File: src/rtl/player_input_pkg.sv
// player_input_pkg: shared constants and helpers for the player input router.
//   - PS/2 prefix bytes (E0 extended, F0 break)
//   - 3-bit event codes delivered to each player's consumer
//   - keymap table and lookup: scan byte -> (player, direction)
package player_input_pkg;

  localparam logic [7:0] SC_EXT   = 8'hE0;
  localparam logic [7:0] SC_BREAK = 8'hF0;

  localparam logic [2:0] EVT_NONE  = 3'b000;
  localparam logic [2:0] EVT_UP    = 3'b001;
  localparam logic [2:0] EVT_LEFT  = 3'b010;
  localparam logic [2:0] EVT_DOWN  = 3'b011;
  localparam logic [2:0] EVT_RIGHT = 3'b100;
  localparam logic [2:0] EVT_SHAKE = 3'b110;

  typedef enum logic [1:0] {
    PS_IDLE      = 2'd0,
    PS_EXT       = 2'd1,
    PS_BREAK     = 2'd2,
    PS_EXT_BREAK = 2'd3
  } parse_state_e;

  typedef struct packed {
    logic       hit;
    logic [1:0] player;
    logic [1:0] dir;    // 0 up, 1 left, 2 down, 3 right
  } key_t;

  // Index = player*4 + direction.
  localparam logic [7:0] KEYMAP [16] = '{
    8'h1D, 8'h1C, 8'h1B, 8'h23,
    8'h75, 8'h6B, 8'h72, 8'h74,
    8'h43, 8'h3B, 8'h42, 8'h4B,
    8'h2C, 8'h2B, 8'h34, 8'h33
  };

  function automatic key_t keymap_lookup(input logic [7:0] code);
    key_t       k;
    logic [3:0] idx;
    k = '0;
    for (int i = 0; i < 16; i++) begin
      if (code == KEYMAP[i]) begin
        idx      = 4'(i);
        k.hit    = 1'b1;
        k.player = idx[3:2];
        k.dir    = idx[1:0];
      end
    end
    return k;
  endfunction

  function automatic logic [2:0] dir_to_evt(input logic [1:0] dir);
    logic [2:0] e;
    case (dir)
      2'd0:    e = EVT_UP;
      2'd1:    e = EVT_LEFT;
      2'd2:    e = EVT_DOWN;
      default: e = EVT_RIGHT;
    endcase
    return e;
  endfunction

endpackage

File: src/rtl/input_event_fifo.sv
// input_event_fifo: per-player event queue, oldest first.
//   clock, resetn         : clock, async active-low reset
//   push, push_data       : write request and event code
//   pop, pop_data         : read request and head-of-queue code
//   full, empty, count    : occupancy status (count is log2(DEPTH)+1 bits)
// A push while full is accepted only when a pop happens in the same cycle.
module input_event_fifo #(
  parameter int DEPTH = 4,
  parameter int WIDTH = 3
) (
  input  logic                       clock,
  input  logic                       resetn,
  input  logic                       push,
  input  logic [WIDTH-1:0]           push_data,
  input  logic                       pop,
  output logic [WIDTH-1:0]           pop_data,
  output logic                       full,
  output logic                       empty,
  output logic [$clog2(DEPTH):0]     count
);
  localparam int AW = $clog2(DEPTH);
  localparam int CW = AW + 1;

  logic [WIDTH-1:0] mem_q [DEPTH];
  logic [AW-1:0]    wr_ptr_q, rd_ptr_q;
  logic [CW-1:0]    count_q;
  logic             do_push, do_pop;

  assign full     = (count_q == CW'(DEPTH));
  assign empty    = (count_q == '0);
  assign count    = count_q;
  assign pop_data = mem_q[rd_ptr_q];
  assign do_pop   = pop && !empty;
  assign do_push  = push && (!full || do_pop);

  always_ff @(posedge clock or negedge resetn) begin
    if (!resetn) begin
      wr_ptr_q <= '0;
      rd_ptr_q <= '0;
      count_q  <= '0;
    end else begin
      // Power-of-two depth: pointer wrap is the natural binary rollover.
      if (do_push) wr_ptr_q <= wr_ptr_q + 1'b1;
      if (do_pop)  rd_ptr_q <= rd_ptr_q + 1'b1;
      count_q <= count_q + {{(CW-1){1'b0}}, do_push} - {{(CW-1){1'b0}}, do_pop};
    end
  end

  always_ff @(posedge clock) begin
    if (do_push) mem_q[wr_ptr_q] <= push_data;
  end

endmodule

File: src/rtl/player_input_router.sv
// player_input_router: parses a PS/2 scan byte stream and routes direction
// key presses into per-player event FIFOs.
//   clock, resetn        : clock, async active-low reset
//   scan_valid/scan_code : one-cycle strobe with the scan byte
//   evt_ready[p]         : consumer ready, pops on evt_valid && evt_ready
//   evt_valid[p]         : player p queue non-empty
//   evt_code[3p+2:3p]    : player p head event (0 when empty)
//   overflow[p]          : sticky, set when an event was dropped on a full queue
//   shake_in[p]          : shake sensor level, only with SHAKE_INPUT_EN defined
// Build option: `define SHAKE_INPUT_EN adds shake_in and code 110 events.
module player_input_router
  import player_input_pkg::*;
#(
  parameter int NUM_PLAYERS = 2,
  parameter int FIFO_DEPTH  = 4
) (
  input  logic                       clock,
  input  logic                       resetn,
  input  logic                       scan_valid,
  input  logic [7:0]                 scan_code,
  input  logic [NUM_PLAYERS-1:0]     evt_ready,
`ifdef SHAKE_INPUT_EN
  input  logic [NUM_PLAYERS-1:0]     shake_in,
`endif
  output logic [NUM_PLAYERS-1:0]     evt_valid,
  output logic [3*NUM_PLAYERS-1:0]   evt_code,
  output logic [NUM_PLAYERS-1:0]     overflow
);
  localparam int CW = $clog2(FIFO_DEPTH) + 1;

  parse_state_e                 state_q, state_d;
  logic [4*NUM_PLAYERS-1:0]     held_q, held_d;
  logic [NUM_PLAYERS-1:0]       overflow_q, overflow_d;
  logic [NUM_PLAYERS-1:0]       kb_push, push, pop, full, empty;
  logic [3*NUM_PLAYERS-1:0]     push_code, pop_code;
  logic [CW-1:0]                fifo_count [NUM_PLAYERS];
  key_t                         key;
  logic                         in_break;

  assign key      = keymap_lookup(scan_code);
  assign in_break = (state_q == PS_BREAK) || (state_q == PS_EXT_BREAK);

  // E0 only changes which prefix state we sit in; the make/break decision
  // depends solely on whether F0 was seen, so extended keys decode like plain.
  always_comb begin
    state_d = state_q;
    if (scan_valid) begin
      if (scan_code == SC_EXT)
        state_d = in_break ? PS_EXT_BREAK : PS_EXT;
      else if (scan_code == SC_BREAK)
        state_d = (state_q == PS_EXT || state_q == PS_EXT_BREAK) ? PS_EXT_BREAK : PS_BREAK;
      else
        state_d = PS_IDLE;
    end
  end

  always_comb begin
    held_d  = held_q;
    kb_push = '0;
    if (scan_valid && scan_code != SC_EXT && scan_code != SC_BREAK && key.hit) begin
      for (int p = 0; p < NUM_PLAYERS; p++) begin
        for (int d = 0; d < 4; d++) begin
          if (key.player == 2'(p) && key.dir == 2'(d)) begin
            if (in_break) begin
              held_d[4*p+d] = 1'b0;
            end else begin
              kb_push[p]    = !held_q[4*p+d];
              held_d[4*p+d] = 1'b1;
            end
          end
        end
      end
    end
  end

`ifdef SHAKE_INPUT_EN
  logic [NUM_PLAYERS-1:0] shake_q, shake_pend_q, shake_pend_d, shake_rise;
  assign shake_rise = shake_in & ~shake_q;
`endif

  // A keyboard event wins the push slot; a coincident shake waits one cycle.
  always_comb begin
    push      = kb_push;
    push_code = '0;
`ifdef SHAKE_INPUT_EN
    shake_pend_d = '0;
`endif
    for (int p = 0; p < NUM_PLAYERS; p++) begin
      push_code[3*p +: 3] = dir_to_evt(key.dir);
`ifdef SHAKE_INPUT_EN
      if (kb_push[p]) begin
        shake_pend_d[p] = shake_rise[p] | shake_pend_q[p];
      end else if (shake_rise[p] || shake_pend_q[p]) begin
        push[p]             = 1'b1;
        push_code[3*p +: 3] = EVT_SHAKE;
      end
`endif
    end
  end

  assign pop        = evt_ready & ~empty;
  assign overflow_d = overflow_q | (push & full & ~pop);
  assign overflow   = overflow_q;

  always_ff @(posedge clock or negedge resetn) begin
    if (!resetn) begin
      state_q    <= PS_IDLE;
      held_q     <= '0;
      overflow_q <= '0;
`ifdef SHAKE_INPUT_EN
      shake_q      <= '0;
      shake_pend_q <= '0;
`endif
    end else begin
      state_q    <= state_d;
      held_q     <= held_d;
      overflow_q <= overflow_d;
`ifdef SHAKE_INPUT_EN
      shake_q      <= shake_in;
      shake_pend_q <= shake_pend_d;
`endif
    end
  end

  for (genvar p = 0; p < NUM_PLAYERS; p++) begin : g_player
    input_event_fifo #(
      .DEPTH (FIFO_DEPTH),
      .WIDTH (3)
    ) u_fifo (
      .clock     (clock),
      .resetn    (resetn),
      .push      (push[p]),
      .push_data (push_code[3*p +: 3]),
      .pop       (pop[p]),
      .pop_data  (pop_code[3*p +: 3]),
      .full      (full[p]),
      .empty     (empty[p]),
      .count     (fifo_count[p])
    );
    assign evt_valid[p]        = (fifo_count[p] != '0);
    assign evt_code[3*p +: 3]  = empty[p] ? EVT_NONE : pop_code[3*p +: 3];
  end

endmodule

File: config.mk
export PLATFORM = sky130hd
export DESIGN_NAME = player_input_router
export DESIGN_NICKNAME = d
export VERILOG_FILES = /design/src/rtl/player_input_pkg.sv /design/src/rtl/input_event_fifo.sv /design/src/rtl/player_input_router.sv
export SDC_FILE = /design/constraint.sdc
export NUM_CORES = 1
export LEC_CHECK = 0
export ABC_AREA = 1
export ABC_CLOCK_PERIOD_IN_PS = 6800
export BUFFER_PORTS_ARGS = -buffer_cell sky130_fd_sc_hd__buf_2
export CORE_UTILIZATION = 35
export DETAILED_ROUTE_END_ITERATION = 8
export SETUP_SLACK_MARGIN = 0.3
export SYNTH_ARGS = -nofsm -noshare
export SYNTH_HDL_FRONTEND = slang
export SYNTH_SLANG_ARGS = --single-unit
File: constraint.sdc
create_clock -name clock -period 6.8 [get_ports clock]
set_input_delay 0.34 -clock clock [delete_from_list [all_inputs] [get_ports clock]]
set_output_delay 0.34 -clock clock [all_outputs]
set_load 0.02 [all_outputs]
After elaboration in Yosys (flattened, before gate mapping)
Memories as Yosys holds them, arrays and structs flattened. Index checks and enable logic that the tools add are counted.

Mux-type cells: 45. Equal/unequal tests: 29. Reductions and logical operators: 45. $add $sub $neg: 8. Bitwise gates (word level): 6.

Operator list (number): 5-bit two-way mux (16); 8-bit by 7-bit equality test with 1-bit output, second input constant (7); 8-bit by 6-bit equality test with 1-bit output, second input constant (6); 8-bit by 5-bit equality test with 1-bit output, second input constant (3); 1-bit two-way mux (22); 8-bit equality test, second input constant (2); 8-bit inequality test, second input constant (2); 2-bit AND reduction (8); 1-bit logical AND (15); 1-bit logical NOT (12); 3-bit case mux with 3 select lines (1); 2-bit by 1-bit adder with 2-bit output, second input constant (4); 2-bit equality test, second input constant (4); 2-bit two-way mux (4); 3-bit by 1-bit adder with 3-bit output (2); 2-bit bitwise AND (3); 2-bit by 1-bit equality test with 1-bit output, second input constant (3); 3-bit equality test, second input constant (2); 3-bit logical NOT (2); 3-bit two-way mux (2); 3-bit nonzero test (2); 3-bit by 1-bit subtractor with 3-bit output (2); 2-bit logical NOT (2); 1-bit logical OR (4); 2 further kinds (3).

RAM bits: 24. Memories kept: 2. Output and inout port bits: 10. Flip-flop bits (word level): 26.

Memories: g_player[0].u_fifo.mem_q (words 4, bits a word 3, rd ports 1, clocked after memory_dff 0, wr ports 1, line input_event_fifo.sv:24) `logic [WIDTH-1:0] mem_q [DEPTH];`; g_player[1].u_fifo.mem_q (words 4, bits a word 3, rd ports 1, clocked after memory_dff 0, wr ports 1, line input_event_fifo.sv:24).

Depth between registers and ports, before layout
Gate-level depths: netlist of run 1.

Depth in word-level cells: 30. Mapped depth: 22. Depth with buffers taken out: 22.

By module
From an unflattened synthesis of run 1, not the netlist that was laid out.

Cell total of the unflattened synthesis: 361. Area, all modules: 2945.3 sq um.

By module, submodules not included: input_event_fifo (area each 908.4 sq um, times used 2, cells an instance 86, seq. area each 535.5 sq um); player_input_router (area each 1128.6 sq um, times used 1, cells an instance 189, seq. area each 275.3 sq um).

Worst setup path after synthesis of run 1
No wires, ideal clock.

Kind: input to register. From: input port scan_code[7]. To: register g_player[1].u_fifo.count_q[2]. Required time: 6.671 ns. Arrival time: 2.823 ns. Path buffers: 0. Cell stages on the path: 20. Setup slack: 3.848 ns. Path through: inv_1 nand2_1 nor2_2 nand2_1 nand2_2 nor4_1 inv_1 ha_1 inv_1 nor2_1 nand2_1 inv_1 a21oi_4 nand3_4 inv_2 ha_1 inv_1 fa_1 xnor2_1 xor2_1.

Cells in the longest elaborated chain, start to end: 29.

RTL lines: start: declaration (line player_input_router.sv:20) `input logic [7:0] scan_code,`; 8-bit by 5-bit equality test with 1-bit output (line player_input_pkg.sv:43) `if (code == KEYMAP[i]) begin`; 5-bit two-way mux (15 in series) (line player_input_pkg.sv:43); 2-bit by 1-bit equality test with 1-bit output / 2-bit logical NOT (equally long branches) (line player_input_router.sv:63) `if (key.player == 2'(p) && key.dir == 2'(d)) begin`; 1-bit logical AND (line player_input_router.sv:63); 1-bit two-way mux (line player_input_router.sv:63); 1-bit two-way mux (line player_input_router.sv:64) `if (in_break) begin`; 1-bit two-way mux (line player_input_router.sv:63); 1-bit two-way mux (line player_input_router.sv:64); 1-bit two-way mux (line player_input_router.sv:63); 1-bit two-way mux (line player_input_router.sv:64); 1-bit two-way mux (line player_input_router.sv:63); 2-bit two-way mux * (line player_input_router.sv:60) `if (scan_valid && scan_code != SC_EXT && scan_code != SC_BREAK && key.hit) begin`; 1-bit logical AND * (line input_event_fifo.sv:34) `assign do_push = push && (!full || do_pop);`; 3-bit by 1-bit adder with 3-bit output * (line input_event_fifo.sv:45) `count_q <= count_q + {{(CW-1){1'b0}}, do_push} - {{(CW-1){1'b0}}, do_pop};`; 3-bit by 1-bit subtractor with 3-bit output * (line input_event_fifo.sv:45); end signal: assignment (line input_event_fifo.sv:45); end: declaration (line input_event_fifo.sv:26) `logic [CW-1:0] count_q;`.

Every way passes the cells marked *; elsewhere a longest branch is shown, timed or not. A chain may end at the register's enable or synchronous reset.

Final worst setup path of run 1
Same ends and word-level chain as after synthesis.

==> impl_results.html, run 1 <==
<table>
<tr><th>Metric</th><th>Value</th></tr>
<tr><th colspan="2">Routing</th></tr>
<tr><td>Average wire per cell in the routed design</td><td>approximately 11 µm</td></tr>
<tr><td>Routed met3 length</td><td>slightly below 90 µm</td></tr>
<tr><td>Drt first pass iters</td><td>5</td></tr>
<tr><td>Highest metal layer used by the detailed router</td><td>met4</td></tr>
<tr><td>Number of nets still failing antenna checks after routing</td><td>0</td></tr>
<tr><td>Drc violations</td><td>0</td></tr>
<tr><td>Via density</td><td>4.49</td></tr>
<tr><td>Iter 0 DRT Violations</td><td>between 100 and 150</td></tr>
<tr><td>Detailed-route wire length</td><td>about 5000 µm</td></tr>
<tr><td>Met1 layer wirelength in the final routing</td><td>2420 µm</td></tr>
<tr><td>Met2 routed WL</td><td>around 2600 µm</td></tr>
<tr><td>Routed via count</td><td>between 2000 and 2500</td></tr>
<tr><th colspan="2">Critical path</th></tr>
<tr><td>Critical Path End Type</td><td>register</td></tr>
<tr><td>Origin of the critical flop-to-flop path</td><td>state_q[1]</td></tr>
<tr><td>Most used cell, CP</td><td>inv_1</td></tr>
<tr><td>Buf+Inv Stages, Crit Path</td><td>7</td></tr>
<tr><td>Cells along the critical path</td><td>buf_2 -&gt; inv_1 -&gt; nand2_1 -&gt; nor2_1 -&gt; nand2_1 -&gt; nand2_1 -&gt; nor4_1 -&gt; inv_1 -&gt; ha_1 -&gt; inv_1 -&gt; nor2_1 -&gt; nand2_1 -&gt; inv_1 -&gt; a21oi_4 -&gt; nand3_4 -&gt; inv_2 -&gt; ha_1 -&gt; inv_1 -&gt; fa_1 -&gt; xnor2_1 -&gt; xor2_1</td></tr>
<tr><td>Number of gates on the worst path with buffers counted</td><td>21</td></tr>
<tr><td>Cell with the biggest individual delay on the critical path</td><td>nor4_1</td></tr>
<tr><td>Worst setup path class</td><td>primary input to register</td></tr>
<tr><td>Reg2reg end</td><td>g_player[1].u_fifo.count[2]</td></tr>
<tr><td>Critical Path Sink</td><td>g_player[1].u_fifo.count[2]</td></tr>
<tr><td>Startpoint types</td><td>primary input</td></tr>
<tr><td>Highest cell delay on the worst timing path</td><td>520 ps</td></tr>
<tr><td>Critical path launch point</td><td>scan_code[7]</td></tr>
<tr><td>Arrival @ worst endpoint</td><td>roughly 3300 ps</td></tr>
<tr><td>Top delay family on crit path</td><td>simple AND/OR/NAND/NOR gates</td></tr>
<tr><td>Maximum fanout along the worst path</td><td>7</td></tr>
<tr><td>Flop-to-flop setup slack</td><td>~4400 ps</td></tr>
<tr><td>Data required, critical path</td><td>between 7000 and 8000 ps</td></tr>
<tr><td>Worst reg-to-reg path cell count</td><td>11</td></tr>
<tr><th colspan="2">STA</th></tr>
<tr><td>Setup violators final</td><td>0</td></tr>
<tr><td>Time the worst path needs with I/O delays and setup</td><td>between 3000 and 4000 ps</td></tr>
<tr><td>Highest clock frequency the design can meet</td><td>about 320 MHz</td></tr>
<tr><td>Unrepaired setup endpoints after global routing</td><td>no</td></tr>
<tr><td>Clock Skews</td><td>about 10 ps</td></tr>
<tr><td>Worst Max-Slew Pin Slew</td><td>around 750 ps</td></tr>
<tr><td>Normalized max-slew margin</td><td>between 40 and 50%</td></tr>
<tr><td>Final critical-path setup slack</td><td>around 3700 ps</td></tr>
<tr><td>Final Max Slew Viols</td><td>0</td></tr>
<tr><td>Final setup TNS</td><td>0 ps</td></tr>
<tr><td>Final cycle utilization of the critical path</td><td>45.7%</td></tr>
<tr><td>Number of hold violations in the final report</td><td>0</td></tr>
<tr><th colspan="2">Global routing</th></tr>
<tr><td>Number of global-route vias before repair</td><td>2056</td></tr>
<tr><td>Residual overflow from global routing</td><td>0</td></tr>
<tr><td>Overall fraction of global-route tracks in use</td><td>a little over an eighth</td></tr>
<tr><td>Number of antenna violations at the first check in global routing</td><td>0</td></tr>
<tr><td>Largest net degree at the start of global routing</td><td>26</td></tr>
<tr><td>First-pass GRT wire length</td><td>approximately 9000 µm</td></tr>
<tr><th colspan="2">Yosys</th></tr>
<tr><td>Post-synthesis instance total</td><td>339</td></tr>
<tr><td>Multiplexer share of the synthesized area</td><td>0%</td></tr>
<tr><td>Share of synthesized area occupied by flip-flops and latches</td><td>a little under half</td></tr>
<tr><td>Share of synthesized cell area in and, or, nand and nor gates</td><td>a little over a quarter</td></tr>
<tr><td>Compound-cell area share of the yosys netlist</td><td>6.58%</td></tr>
<tr><td>Portion of synthesized cell area occupied by the leading cell type</td><td>about 25%</td></tr>
<tr><td>Yosys cell types</td><td>28</td></tr>
<tr><td>Synth Area per Inst</td><td>roughly 8.4 µm²</td></tr>
<tr><td>Yosys warning count</td><td>0</td></tr>
<tr><td>Main combinational cell family by area after synthesis</td><td>simple AND/OR/NAND/NOR gates</td></tr>
<tr><td>Flip-flop and latch count after synthesis</td><td>49</td></tr>
<tr><td>Cell Area, Synth</td><td>0.00283 mm²</td></tr>
<tr><td>Cell taking the most area after synthesis</td><td>edfxtp_1</td></tr>
<tr><td>Post-Synth Adder-Cell Area</td><td>under 10%</td></tr>
<tr><td>Xor/xnor share of the synthesized area</td><td>around 1.9%</td></tr>
<tr><td>Net count after synthesis</td><td>approximately 370</td></tr>
<tr><td>Cell types occupying the most area after synthesis</td><td>edfxtp_1 25%, dfrtp_1 22%, nand2_1 9.4%, nor2_1 7.7%, ha_1 7.5%</td></tr>
<tr><th colspan="2">Floorplan</th></tr>
<tr><td>Die Width</td><td>about 92 µm</td></tr>
<tr><td>IO Pins</td><td>23</td></tr>
<tr><td>Initial Utilization</td><td>between 30% and 40%</td></tr>
<tr><td>Die footprint</td><td>~0.0085 mm²</td></tr>
<tr><td>Die outline height</td><td>about 92 µm</td></tr>
<tr><td>Core box area</td><td>just under 0.008 mm²</td></tr>
<tr><td>Floorplan row count</td><td>32</td></tr>
<tr><th colspan="2">Cells and area</th></tr>
<tr><td>Proportion of layout cells with a drive suffix above 1</td><td>14.5%</td></tr>
<tr><td>Area grow syn2layout</td><td>11.9%</td></tr>
<tr><td>Count of inserted antenna diode cells</td><td>0</td></tr>
<tr><td># nets final</td><td>approximately 400</td></tr>
<tr><th colspan="2">Worst hold path</th></tr>
<tr><td>Worst Hold Class</td><td>primary input to async pin</td></tr>
<tr><th colspan="2">Power and ir drop</th></tr>
<tr><td>Leakage power of the design</td><td>~0.0015 µW</td></tr>
<tr><td>Maximum ir drop on the vdd rail</td><td>between 0.09 and 0.1 mV</td></tr>
<tr><td>Overall power</td><td>roughly 930 µW</td></tr>
<tr><td>Power per Cell Area</td><td>approximately 290 mW/mm²</td></tr>
<tr><th colspan="2">Clocking</th></tr>
<tr><td>Count of buffers added by post-CTS timing repair for setup</td><td>0</td></tr>
<tr><td>CTS Buffer Depth</td><td>2</td></tr>
<tr><td>CTS tree</td><td>done</td></tr>
<tr><td>Skew-Pair Late Insertion Delay</td><td>300 ps</td></tr>
<tr><td>CTS Buf Count</td><td>5</td></tr>
<tr><td>Clock slew at reported path FFs</td><td>roughly 90 ps</td></tr>
<tr><td>CTS sink cnt</td><td>between 40 and 50</td></tr>
<tr><td>H-tree levels</td><td>2</td></tr>
<tr><td>Clock Tree Root</td><td>clkbuf_8</td></tr>
<tr><td>Cts-stage hold buffer count</td><td>0</td></tr>
<tr><td>Post-CTS Resized</td><td>0</td></tr>
<tr><th colspan="2">Place</th></tr>
<tr><td>Final HPWL DP</td><td>around 4000 µm</td></tr>
<tr><td>Routability congestion estimate from global placement</td><td>approximately 0.9</td></tr>
<tr><td>Number of buffer cells added on primary ports</td><td>22</td></tr>
<tr><td>Post-place setup slack</td><td>3360 ps</td></tr>
<tr><th colspan="2">Flow run</th></tr>
<tr><td>Number of violations of the max-capacitance limit</td><td>0</td></tr>
<tr><th colspan="2">Run status</th></tr>
<tr><td>Result of the run</td><td>completed</td></tr>
</table>
layer usage:
layer	up-vias	GRT usage (%)
li1	1113	-
met1	966	16.5
met2	20	23.8
met3	2	2.07
met4	0	4.43
met5	-	0
registers in the layout (all words and copies together), names as in the netlist:
| register | flops |
|---|---|
| g_player.u_fifo.count | 6 |
| held_q | 8 |
| g_player.u_fifo.wr_ptr_q | 4 |
| overflow | 2 |
| g_player.u_fifo.mem_q | 24 |
| state_q | 1 |
| g_player.u_fifo.rd_ptr_q | 4 |
stage by stage:
step	utilization (%)	cells	hold slack [ps]	area, µm²
2_1_floorplan	-	339	44.4	2830
3_3_place_gp	39.4	460	391	3060
3_5_place_dp	39.4	460	400	3060
4_1_cts	40.8	468	58.6	3170
5_1_grt	40.8	468	72.8	3170
6_report	40.8	468	33.4	3170
cells in the mapped netlist:
| library cell | n |
|---|---|
| nand2_1 | 71 |
| xor2_1 | 3 |
| edfxtp_1 | 24 |
| ha_1 | 17 |
| nand2_4 | 2 |
| nor2_2 | 6 |
| fa_1 | 2 |
| nand3_4 | 2 |
| nor2_4 | 2 |
| o21bai_1 | 2 |
| inv_1 | 54 |
| o21ai_0 | 21 |
| a21oi_4 | 1 |
| dfrtp_1 | 25 |
| o21ai_1 | 1 |
| xnor2_1 | 3 |
| nor2_1 | 58 |
| nor3_1 | 8 |
| clkbuf_1 | 3 |
| nor4_1 | 1 |
| nand3_2 | 1 |
| a21oi_1 | 9 |
| nand3_1 | 8 |
| nand4_1 | 4 |
| inv_2 | 3 |
| clkinv_1 | 1 |
| nand2_2 | 6 |
| inv_4 | 1 |
worst min path at each step:
stage | start | endpoint | slack [ps] | cells after the start
3_3_place_gp | resetn | g_player[1].u_fifo.rd_ptr_q[1] | 390 | 1
3_5_place_dp | resetn | g_player[1].u_fifo.rd_ptr_q[1] | 400 | 1
5_1_grt | resetn | g_player[1].u_fifo.rd_ptr_q[1] | 70 | 1
6_report | resetn | g_player[1].u_fifo.rd_ptr_q[1] | 30 | 1
2_1_floorplan | resetn | g_player[0].u_fifo.count[0] | 40 | 0
4_1_cts | resetn | g_player[1].u_fifo.rd_ptr_q[1] | 60 | 1
layout by cell type, fill, tap and decap left out, types with 2 or more instances in the layout:
| cell | count |
|---|---|
| nand2_1 | 71 |
| nor2_1 | 58 |
| inv_1 | 54 |
| dfrtp_1 | 25 |
| edfxtp_1 | 24 |
| buf_2 | 22 |
| o21ai_0 | 21 |
| ha_1 | 17 |
| a21oi_1 | 9 |
| nor3_1 | 8 |
| nand3_1 | 8 |
| nand2_2 | 6 |
| nor2_2 | 6 |
| clkbuf_8 | 5 |
| nand4_1 | 4 |
| inv_2 | 3 |
| xnor2_1 | 3 |
| xor2_1 | 3 |
| nor2_4 | 2 |
| clkinv_1 | 2 |
| nand2_4 | 2 |
| nand3_4 | 2 |
| o21bai_1 | 2 |
| fa_1 | 2 |
report_power, final:
group / total, µW / internal [µW] / switching [µW]
registers: 402 / 354 / 47.8
clock network: 202 / 108 / 94.0
logic: 321 / 122 / 199
total: 925 / 584 / 341
area by class of cell:
class / instances / area [µm²]
clock buffers: 5 / 68.8
clock inverters: 3 / 41.3
fillers: 794 / 4600
inverters: 59 / 224
multi-input cells: 228 / 1250
flip-flops and latches: 49 / 1350
well taps: 102 / 128
repair buffers: 22 / 110
cells by family after synthesis:
| group | after synthesis |
|---|---|
| and+or+nand+nor | 169 |
| buffers and inverters | 62 |
| DFF | 49 |
| AOI/OAI and AO/OA | 34 |
| adders and majority gates | 19 |
| xor gates and xnor gates | 6 |
Note: power is estimated with default switching activity, not from simulation.
==> inputs of run 2 (changes only) <==
--- a/config.mk
+++ b/config.mk
@@ -6,7 +6,7 @@
 export NUM_CORES = 1
 export LEC_CHECK = 0
 export ABC_AREA = 1
-export ABC_CLOCK_PERIOD_IN_PS = 6800
+export ABC_CLOCK_PERIOD_IN_PS = 3000
 export BUFFER_PORTS_ARGS = -buffer_cell sky130_fd_sc_hd__buf_2
 export CORE_UTILIZATION = 35
 export DETAILED_ROUTE_END_ITERATION = 8
==> constraint.sdc (replaced) <==
create_clock -name clock -period 3 [get_ports clock]
set_input_delay 0.15 -clock clock [delete_from_list [all_inputs] [get_ports clock]]
set_output_delay 0.15 -clock clock [all_outputs]
set_load 0.02 [all_outputs]
==> run 2 against run 1 <==
  * Cell count increased by 2.8%
  * Worst hold slack improved by 46 ps
  * Largest cell class is now multi-input gates
  * Sequential power increased by 130%
  * Die area unchanged
==> impl_results.html, run 2 (synthesized netlist as in run 1, its figures left out) <==
<table>
<tr><th>Metric</th><th>Value</th></tr>
<tr><th colspan="2">Clocking</th></tr>
<tr><td>CTS sink cnt</td><td>49 (unchanged)</td></tr>
<tr><td>CTS Buffer Depth</td><td>2 (unchanged)</td></tr>
<tr><td>Clock Tree Root</td><td>clkbuf_8</td></tr>
<tr><td>CTS tree</td><td>done</td></tr>
<tr><td>H-tree levels</td><td>2 (unchanged)</td></tr>
<tr><td>CTS Buf Count</td><td>5 (unchanged)</td></tr>
<tr><td>Clock slew at reported path FFs</td><td>90 ps (about the same)</td></tr>
<tr><td>Skew-Pair Late Insertion Delay</td><td>300 ps (about the same)</td></tr>
<tr><th colspan="2">Power and ir drop</th></tr>
<tr><td>Maximum ir drop on the vdd rail</td><td>0.233 mV (+150%)</td></tr>
<tr><td>Leakage power of the design</td><td>0.00158 µW (+5.2%)</td></tr>
<tr><td>Power per Cell Area</td><td>626 mW/mm² (+110%)</td></tr>
<tr><td>Overall power</td><td>2130 µW (+130%)</td></tr>
<tr><th colspan="2">Global routing</th></tr>
<tr><td>Largest net degree at the start of global routing</td><td>26 (unchanged)</td></tr>
<tr><td>Number of antenna violations at the first check in global routing</td><td>0 (unchanged)</td></tr>
<tr><td>Residual overflow from global routing</td><td>0 (unchanged)</td></tr>
<tr><td>First-pass GRT wire length</td><td>9090 µm (+0.23%)</td></tr>
<tr><td>Overall fraction of global-route tracks in use</td><td>13.5% (+0.10 points)</td></tr>
<tr><td>Number of global-route vias before repair</td><td>2044 (-0.58%)</td></tr>
<tr><th colspan="2">Routing</th></tr>
<tr><td>Iter 0 DRT Violations</td><td>57 (-49%)</td></tr>
<tr><td>Routed via count</td><td>2177 (+3.6%)</td></tr>
<tr><td>Detailed-route wire length</td><td>5360 µm (+4.7%)</td></tr>
<tr><td>Drc violations</td><td>0 (unchanged)</td></tr>
<tr><td>Average wire per cell in the routed design</td><td>11.1 µm (+1.9%)</td></tr>
<tr><td>Via density</td><td>4.53 (+0.82%)</td></tr>
<tr><td>Drt first pass iters</td><td>4 (-1)</td></tr>
<tr><td>Number of nets still failing antenna checks after routing</td><td>0 (unchanged)</td></tr>
<tr><th colspan="2">Place</th></tr>
<tr><td>Routability congestion estimate from global placement</td><td>0.864 (-2.0%)</td></tr>
<tr><td>Cell total after placement</td><td>463 (+0.65%)</td></tr>
<tr><td>Post-place setup slack</td><td>10.6 ps (-3350 ps)</td></tr>
<tr><td>Number of buffer cells added on primary ports</td><td>22 (unchanged)</td></tr>
<tr><td>Final HPWL DP</td><td>3970 µm (+1.5%)</td></tr>
<tr><th colspan="2">Critical path</th></tr>
<tr><td>Startpoint types</td><td>primary input</td></tr>
<tr><td>Cells along the critical path</td><td>buf_2 -&gt; nand2_1 -&gt; nor2_2 -&gt; nand2_1 -&gt; nand2_2 -&gt; nor4_4 -&gt; inv_2 -&gt; ha_2 -&gt; inv_1 -&gt; nor2_2 -&gt; nand2_2 -&gt; inv_1 -&gt; a21oi_4 -&gt; nand3_4 -&gt; inv_4 -&gt; ha_4 -&gt; inv_2 -&gt; fa_2 -&gt; xnor2_2 -&gt; xor2_1</td></tr>
<tr><td>Critical Path End Type</td><td>register</td></tr>
<tr><td>Cell with the biggest individual delay on the critical path</td><td>fa_2</td></tr>
<tr><td>Arrival @ worst endpoint</td><td>2790 ps (-540 ps)</td></tr>
<tr><td>Highest cell delay on the worst timing path</td><td>360 ps (-160 ps)</td></tr>
<tr><td>Maximum fanout along the worst path</td><td>4 (-3)</td></tr>
<tr><td>Worst setup path class</td><td>primary input to register</td></tr>
<tr><td>Data required, critical path</td><td>3180 ps (-3850 ps)</td></tr>
<tr><th colspan="2">STA</th></tr>
<tr><td>Setup violators final</td><td>0 (unchanged)</td></tr>
<tr><td>Time the worst path needs with I/O delays and setup</td><td>~2600 ps</td></tr>
<tr><td>Number of hold violations in the final report</td><td>0 (unchanged)</td></tr>
<tr><td>Highest clock frequency the design can meet</td><td>around 380 MHz</td></tr>
<tr><td>Worst Max-Slew Pin Slew</td><td>623 ps (-125 ps)</td></tr>
<tr><td>Final cycle utilization of the critical path</td><td>~87%</td></tr>
<tr><td>Clock Skews</td><td>8.84 ps (-1.08 ps)</td></tr>
<tr><td>Final critical-path setup slack</td><td>387 ps (-3310 ps)</td></tr>
<tr><td>Unrepaired setup endpoints after global routing</td><td>yes</td></tr>
<tr><td>Normalized max-slew margin</td><td>58.1% (+8.4 points)</td></tr>
<tr><td>Final setup TNS</td><td>0 ps (unchanged)</td></tr>
<tr><td>Final Max Slew Viols</td><td>0 (unchanged)</td></tr>
<tr><th colspan="2">Worst hold path</th></tr>
<tr><td>Worst Hold Class</td><td>primary input to register</td></tr>
<tr><th colspan="2">Cells and area</th></tr>
<tr><td>Proportion of layout cells with a drive suffix above 1</td><td>25.3% (+11 points)</td></tr>
<tr><td>Area grow syn2layout</td><td>20.4%</td></tr>
<tr><td>Top library cells by usage in the layout, fill and taps aside</td><td>62 x nand2_1, 52 x nor2_1, 47 x inv_1</td></tr>
<tr><td>Number of filler instances in the final layout</td><td>780 (-1.8%)</td></tr>
<tr><td>Count of inserted antenna diode cells</td><td>0 (unchanged)</td></tr>
<tr><td>Register ranked first by flip-flop count</td><td>g_player.u_fifo.mem_q</td></tr>
<tr><td>Leading cell type in the layout, fill and taps excluded</td><td>nand2_1</td></tr>
<tr><td>Max reg flops</td><td>24 (unchanged)</td></tr>
<tr><td># nets final</td><td>410 (+3.3%)</td></tr>
<tr><td>Filler-free cell count of the finished design</td><td>481 (+2.8%)</td></tr>
<tr><td>Final core occ</td><td>43.9% (+3.1 points)</td></tr>
<tr><th colspan="2">Run status</th></tr>
<tr><td>Result of the run</td><td>completed</td></tr>
<tr><th colspan="2">Floorplan</th></tr>
<tr><td>Floorplan row count</td><td>32 (unchanged)</td></tr>
<tr><td>Die outline height</td><td>92.0 µm (unchanged)</td></tr>
<tr><td>Initial Utilization</td><td>36.5% (unchanged)</td></tr>
<tr><td>Die Width</td><td>92.0 µm (unchanged)</td></tr>
<tr><td>IO Pins</td><td>23 (unchanged)</td></tr>
<tr><td>Die footprint</td><td>0.00846 mm² (unchanged)</td></tr>
<tr><td>Core box area</td><td>0.00777 mm² (unchanged)</td></tr>
<tr><th colspan="2">Flow run</th></tr>
<tr><td>Number of violations of the max-capacitance limit</td><td>0 (unchanged)</td></tr>
</table>
run 2: layer usage:
layer | wire length, µm | vias to the layer above | share of wire, % | track usage (%)
met5 | 0 | - | 0 | 0
met1 | 2540 | 995 | 47 | 17.0
met3 | 149 | 11 | 2.8 | 2.40
met4 | 127 | 0 | 2.4 | 4.82
li1 | - | 1132 | - | -
met2 | 2540 | 39 | 47 | 23.1
run 2: through the flow:
step                      cell area (µm²)  hold WS [ps]
after floorplan                      2840          -146
after global placement               3090           204
after detailed placement             3090           197
after CTS                            3210          68.1
after global routing                 3410          88.2
final                                3410          79.9
run 2: power breakdown:
part | switching (µW) | total [µW] | internal, µW | leakage, µW
registers | 111 | 913 | 802 | 0.000539
logic | 459 | 760 | 301 | 0.000994
clock network | 216 | 462 | 246 | 0.0000518
total | 786 | 2130 | 1350 | 0.00158
run 2: cell type report:
| type | instances | area [µm²] | area share, % |
|---|---|---|---|
| timing repair buffer | 35 | 225 | 6.60 |
| clock buffer | 5 | 68.8 | 2.02 |
| sequential | 49 | 1350 | 39.5 |
| multi-input combinational | 228 | 1370 | 40.2 |
| tap | 102 | 128 | 3.74 |
| inverter | 59 | 229 | 6.71 |
| clock inverter | 3 | 41.3 | 1.21 |
run 2: path summary, 6_finish.rpt:
| path | startpoint | endpoint | slack, ps | depth (start not counted) |
|---|---|---|---|---|
| min in group asynchronous | resetn | g_player[1].u_fifo.rd_ptr_q[0] | 390 | 2 |
| max reg2reg | state_q[1] | g_player[1].u_fifo.count[2] | 610 | 12 |
| max | scan_code[5] | g_player[1].u_fifo.count[2] | 390 | 20 |
| min reg2reg | overflow[0] | overflow[0] | 480 | 1 |
| max in group asynchronous | resetn | g_player[0].u_fifo.wr_ptr_q[1] | 2200 | 2 |
| min | scan_valid | state_q[1] | 80 | 3 |
run 2: critical path, delay by kind of cell:
kind	cells	cell delay, ps
adders and majority gates	3	670
AOI/OAI and AO/OA	1	160
and+or+nand+nor	8	990
buffers and inverters	6	540
xor gates and xnor gates	2	310
run 2: timing repair:
item,CTS,global route
hold endpoints to repair,25,0
endpoints found under the setup margin,0,4
resized for setup,0,40
buffers inserted,0,9
hold buffers,1,0
